$ cat src/rtl/gf163_digit_mul.sv
// Digit-serial carry-less multiplier over GF(2)[x]: 163x163 -> unreduced 325-bit product.
// Optional build macro GF163_MUL_ZERO_SKIP_EN: zero operands bypass RUN and finish in one cycle.
module gf163_digit_mul #(
    parameter int DIGIT = 4
) (
    input  logic         clk,
    input  logic         rst,
    input  logic         start,
    input  logic [162:0] a,
    input  logic [162:0] b,
    output logic         busy,
    output logic         done,
    output logic [325:0] prod
);
    localparam int NDIG = (163 + DIGIT - 1) / DIGIT;
    localparam int BW   = NDIG * DIGIT;
    localparam int ACCW = 163 + DIGIT - 1 + (NDIG - 1) * DIGIT;
    localparam int CW   = $clog2(NDIG);
    localparam int IW   = $clog2(BW);

    typedef enum logic [1:0] {IDLE, RUN, DONE} state_t;

    state_t            state_reg, state_next;
    logic [162:0]      a_reg;
    logic [BW-1:0]     b_reg;
    logic [ACCW-1:0]   acc_reg, acc_next;
    logic [CW-1:0]     cnt_reg;
    logic [325:0]      prod_reg;
    logic [IW-1:0]     digit_lsb;
    logic [DIGIT-1:0]  digit;
    logic [ACCW-1:0]   pp [DIGIT];
    logic [ACCW-1:0]   clmul;
    logic              accept;
    logic              zero_skip;
    logic              last;

    assign digit_lsb = IW'(int'(cnt_reg) * DIGIT);
    assign digit     = b_reg[digit_lsb +: DIGIT];
    assign last      = (cnt_reg == '0);

    // One shifted copy of a_reg per digit bit; XOR of the selected copies is the carry-less product.
    genvar gi;
    generate
        for (gi = 0; gi < DIGIT; gi++) begin : g_pp
            assign pp[gi] = digit[gi] ? (ACCW'(a_reg) << gi) : '0;
        end
    endgenerate

    always_comb begin
        clmul = '0;
        for (int j = 0; j < DIGIT; j++) begin
            clmul = clmul ^ pp[j];
        end
    end

    // Horner-style accumulation, most significant digit first.
    assign acc_next = (acc_reg << DIGIT) ^ clmul;

`ifdef GF163_MUL_ZERO_SKIP_EN
    assign zero_skip = (a == '0) || (b == '0);
`else
    assign zero_skip = 1'b0;
`endif

    always_ff @(posedge clk) begin
        if (rst) begin
            state_reg <= IDLE;
        end else begin
            state_reg <= state_next;
        end
    end

    always_comb begin
        state_next = state_reg;
        accept     = 1'b0;
        case (state_reg)
            IDLE: begin
                if (start) begin
                    accept     = 1'b1;
                    state_next = zero_skip ? DONE : RUN;
                end
            end
            RUN: begin
                if (last) begin
                    state_next = DONE;
                end
            end
            DONE: begin
                if (start) begin
                    accept     = 1'b1;
                    state_next = zero_skip ? DONE : RUN;
                end else begin
                    state_next = IDLE;
                end
            end
            default: state_next = IDLE;
        endcase
    end

    always_ff @(posedge clk) begin
        if (rst) begin
            a_reg    <= '0;
            b_reg    <= '0;
            acc_reg  <= '0;
            cnt_reg  <= '0;
            prod_reg <= '0;
        end else if (accept) begin
            a_reg   <= a;
            b_reg   <= BW'(b);
            acc_reg <= '0;
            cnt_reg <= CW'(NDIG - 1);
            if (zero_skip) begin
                prod_reg <= '0;
            end
        end else if (state_reg == RUN) begin
            acc_reg <= acc_next;
            cnt_reg <= cnt_reg - CW'(1);
            if (last) begin
                // Bits above 324 are zero by construction, so this truncation is lossless.
                prod_reg <= {1'b0, acc_next[324:0]};
            end
        end
    end

    assign busy = (state_reg == RUN);
    assign done = (state_reg == DONE);
    assign prod = prod_reg;

endmodule

$ cat config.mk
export PLATFORM = sky130hd
export DESIGN_NAME = gf163_digit_mul
export DESIGN_NICKNAME = d
export VERILOG_FILES = /design/src/rtl/gf163_digit_mul.sv
export SDC_FILE = /design/constraint.sdc
export NUM_CORES = 2
export LEC_CHECK = 0
export ABC_CLOCK_PERIOD_IN_PS = 4250
export CAP_MARGIN = 0
export CORE_UTILIZATION = 40
export CTS_BUF_LIST = sky130_fd_sc_hd__clkbuf_4 sky130_fd_sc_hd__clkbuf_8
export CTS_CLUSTER_DIAMETER = 150
export DETAILED_ROUTE_END_ITERATION = 10
export PLACE_DENSITY_LB_ADDON = 0.2
export SYNTH_ARGS = -nofsm -noshare
export SYNTH_HDL_FRONTEND = slang
export SYNTH_SLANG_ARGS = --single-unit
$ cat constraint.sdc
create_clock -name clk -period 4.25 [get_ports clk]
set_clock_uncertainty 0.15 [all_clocks]
set_input_delay 0.85 -clock clk [delete_from_list [all_inputs] [get_ports clk]]
set_output_delay 0.85 -clock clk [all_outputs]
set_load 0.005 [all_outputs]
==> impl_metrics.csv <==
group,metric,value,unit
outcome,outcome,"complete, no violations",
die,die_h,391,µm
logic_synthesis,synth-seq-area-share,32.4,%
placement,port_buffers,655,
cts,cts_tree,"built",
grt,track_usage,27.7,%
detailed_routing,detail_route.iter0.violations,5742,
die,num_io_pins,657,
layout,final_cell_mix,"nand2_1 (1,599), dfxtp_1 (978), a21oi_1 (707)",
die,num_rows,142,
timing,relSlewSlack,15.2,%
logic_synthesis,synth_top_area_cell,"dfxtp_1",
cts,clkSinkCount,980,
timing,post-route-period-util,92.4,%
logic_synthesis,netlist_instances,7619,
power_and_ir_drop,p_leak,25.4,nW
logic_synthesis,synth-seq-cells,980,
layout,largest_register_ffs,325,
worst_setup_path,crit_path_start_kind,"register",
die,die_x,391,µm
min_path,min_path_type,"primary input to register",
cts,clk_pin_slew,0.06,ns
timing,period_minus_slack,3.93,ns
placement,dp_slack,0.441,ns
timing,rsz0062_at_grt,"false",
die,dieArea,0.153,mm²
logic_synthesis,synth_top_area_share,32.4,%
cts,cts_buffers,182,
worst_setup_path,endpoint_kind,"register",
die,start_util,40.3,%
timing,tightestPinTransition,1.27,ns
layout,syn2layout_area_growth,19.8,%
worst_setup_path,worstReg2RegEnd,"acc_reg[135]",
timing,setup_slack,0.322,ns
min_path,holdCritStartpoint,"rst",
worst_setup_path,r2r-start,"cnt_reg[0]",
cts,insertion_delay,0.93,ns
placement,place_congestion,0.864,
grt,antenna_found_initial,12,
logic_synthesis,synth_edf_count,0,
layout,instances_no_fill,9995,
detailed_routing,dr.pass1.iters,5,
worst_setup_path,crit_required,4.95,ns
grt,grt_max_degree,210,
layout,drive_gt1_share,10.1,%
logic_synthesis,synth_area,0.0605,mm²
placement,dp.cells,9647,
worst_setup_path,worstPathArrival,4.63,ns
layout,nets,8146,
logic_synthesis,synth_fp_nets,7950,
placement,dpl.hpwl,139000,µm
detailed_routing,ant_nets,0,
detailed_routing,drc,0,
timing,hold_viol_final,0,
detailed_routing,drt-wirelength-per-cell,22.3,µm
logic_synthesis,synth_warnings,0,
worst_setup_path,r2r_cells,10,
cts,htreeDepth,4,
cts,post_cts_buffers,0,
timing,slew_violations,0,
cts,cts_hold_buffers,0,
min_path,min_delay_worst_endpoint,"a_reg[133]",
worst_setup_path,worstSetupPathType,"register to register",
worst_setup_path,crit_fanout,44,
detailed_routing,vias_per_cell,6.17,
logic_synthesis,synthArstFlopShare,0,%
detailed_routing,via_count,61700,
layout,utilization,48.3,%
worst_setup_path,r2r_setup_slack,0.32,ns
layout,layout_commonest_cell,"nand2_1",
die,core_area,0.150,mm²
power_and_ir_drop,p_per_area,349,mW/mm²
cts,cts_buffer_depth,3,
logic_synthesis,synth-main-ff-cell,"dfxtp_1",
logic_synthesis,post_synth_num_cell_types,71,
cts,clockRootBuffer,"clkbuf_8",
timing,tns,0,ns
timing,fmax,255,MHz
timing,setup_viol,0,
min_path,whs_path_depth,2,
grt,grt_first_pass_wirelength,338000,µm
logic_synthesis,postSynthAreaPerCell,7.94,µm²
detailed_routing,detail_route.wirelength,223000,µm
power_and_ir_drop,ir_drop,289,µV
logic_synthesis,synth_area_leaders,"dfxtp_1 (32%), nand2_1 (9.9%), a21oi_1 (5.9%), o2111a_1 (4.7%), o21ai_0 (4.3%)",
run,cap_violations,0,
grt,grt_pass1_vias,57100,
grt,grt_overflow,0,
cts,ctsResizeCount,0,
## stage by stage
stage          hold slack, ns  cell area [µm²]  power [W]
2_1_floorplan           0.282            60500     0.0129
3_3_place_gp            0.292            68100     0.0146
3_5_place_dp            0.294            68100     0.0147
4_1_cts                0.0696            72400     0.0254
5_1_grt                 0.124            72400     0.0262
6_report                0.170            72400     0.0253
## where the power goes
| group | total (W) | internal [W] | switching [W] |
|---|---|---|---|
| registers | 0.00995 | 0.00948 | 0.000473 |
| clock network | 0.0107 | 0.00611 | 0.00459 |
| logic | 0.00462 | 0.00140 | 0.00322 |
## Yosys cell counts, drive strengths merged (3+ instances only)
library cell,n
a2111oi,154
a211oi,12
a21bo,5
a21boi,130
a21o,5
a21oi,709
a22oi,4
a311o,32
a31oi,3
and3,35
buf,106
clkbuf,652
dfxtp,980
inv,19
mux2,5
mux2i,5
mux4,38
nand2,1602
nand2b,59
nand3,305
nand3b,190
nand4,224
nor2,32
nor2b,8
nor3,50
nor3b,174
nor4,252
nor4b,130
o2111a,252
o2111ai,129
o211a,126
o211ai,5
o21a,7
o21ai,764
o221a,5
or3,31
or4,28
or4b,3
xnor2,165
xnor3,3
xor2,158
## logic make-up after synthesis
family,Yosys count,share of synthesized area [%]
multiplexers,48,1.59
other,1,0.00620
XOR/XNOR,326,4.79
AND/OR/NAND/NOR,3131,27.2
AO/OA/AOI/OAI,2353,28.6
adder cells (fa/ha/maj),2,0.0414
flip-flops,980,32.4
buffers and inverters,778,5.28
## worst max-delay path, cell delays in order, from the launching register on
cell	delay, ns
dfxtp_2	0.62
buf_4	0.26
mux4_2	0.23
mux2i_1	0.09
o311a_1	0.37
nor2_4	0.59
buf_4	0.54
nand2_1	0.25
or3_1	0.40
a21oi_1	0.18
a311o_1	0.15
## layer usage
layer  global-route usage, %  part of all wire (%)  routed length (µm)  vias to the layer above
met2                    45.1                    47              104000                     2483
met1                    36.2                    42               94000                    30000
met3                    4.67                   7.6               16900                      402
met5                       0                     0                   0                        -
li1                        -                     -                   -                    28800
met4                    11.5                   3.5                7740                        0
## how the worst max path moves through the flow
stage	from	end	slack, ns	cells past startpoint
5_1_grt	cnt_reg[0]	acc_reg[135]	0.09	10
3_5_place_dp	cnt_reg[0]	acc_reg[143]	0.44	10
3_3_place_gp	cnt_reg[0]	acc_reg[143]	0.50	10
6_report	cnt_reg[0]	acc_reg[135]	0.32	10
2_1_floorplan	cnt_reg[0]	prod[114]	1.07	15
4_1_cts	state_reg[0]	busy	0.28	3
## final cells by class
cell class,count,area [µm²]
fill,14700,77500
multi-input combinational,5861,37800
sequential,980,19600
timing repair buffer,770,8090
clock buffer,295,3730
tap,2016,2520
clock inverter,42,538
inverter,20,87.6
antenna,11,27.5
(Power assumes the default switching activity.)
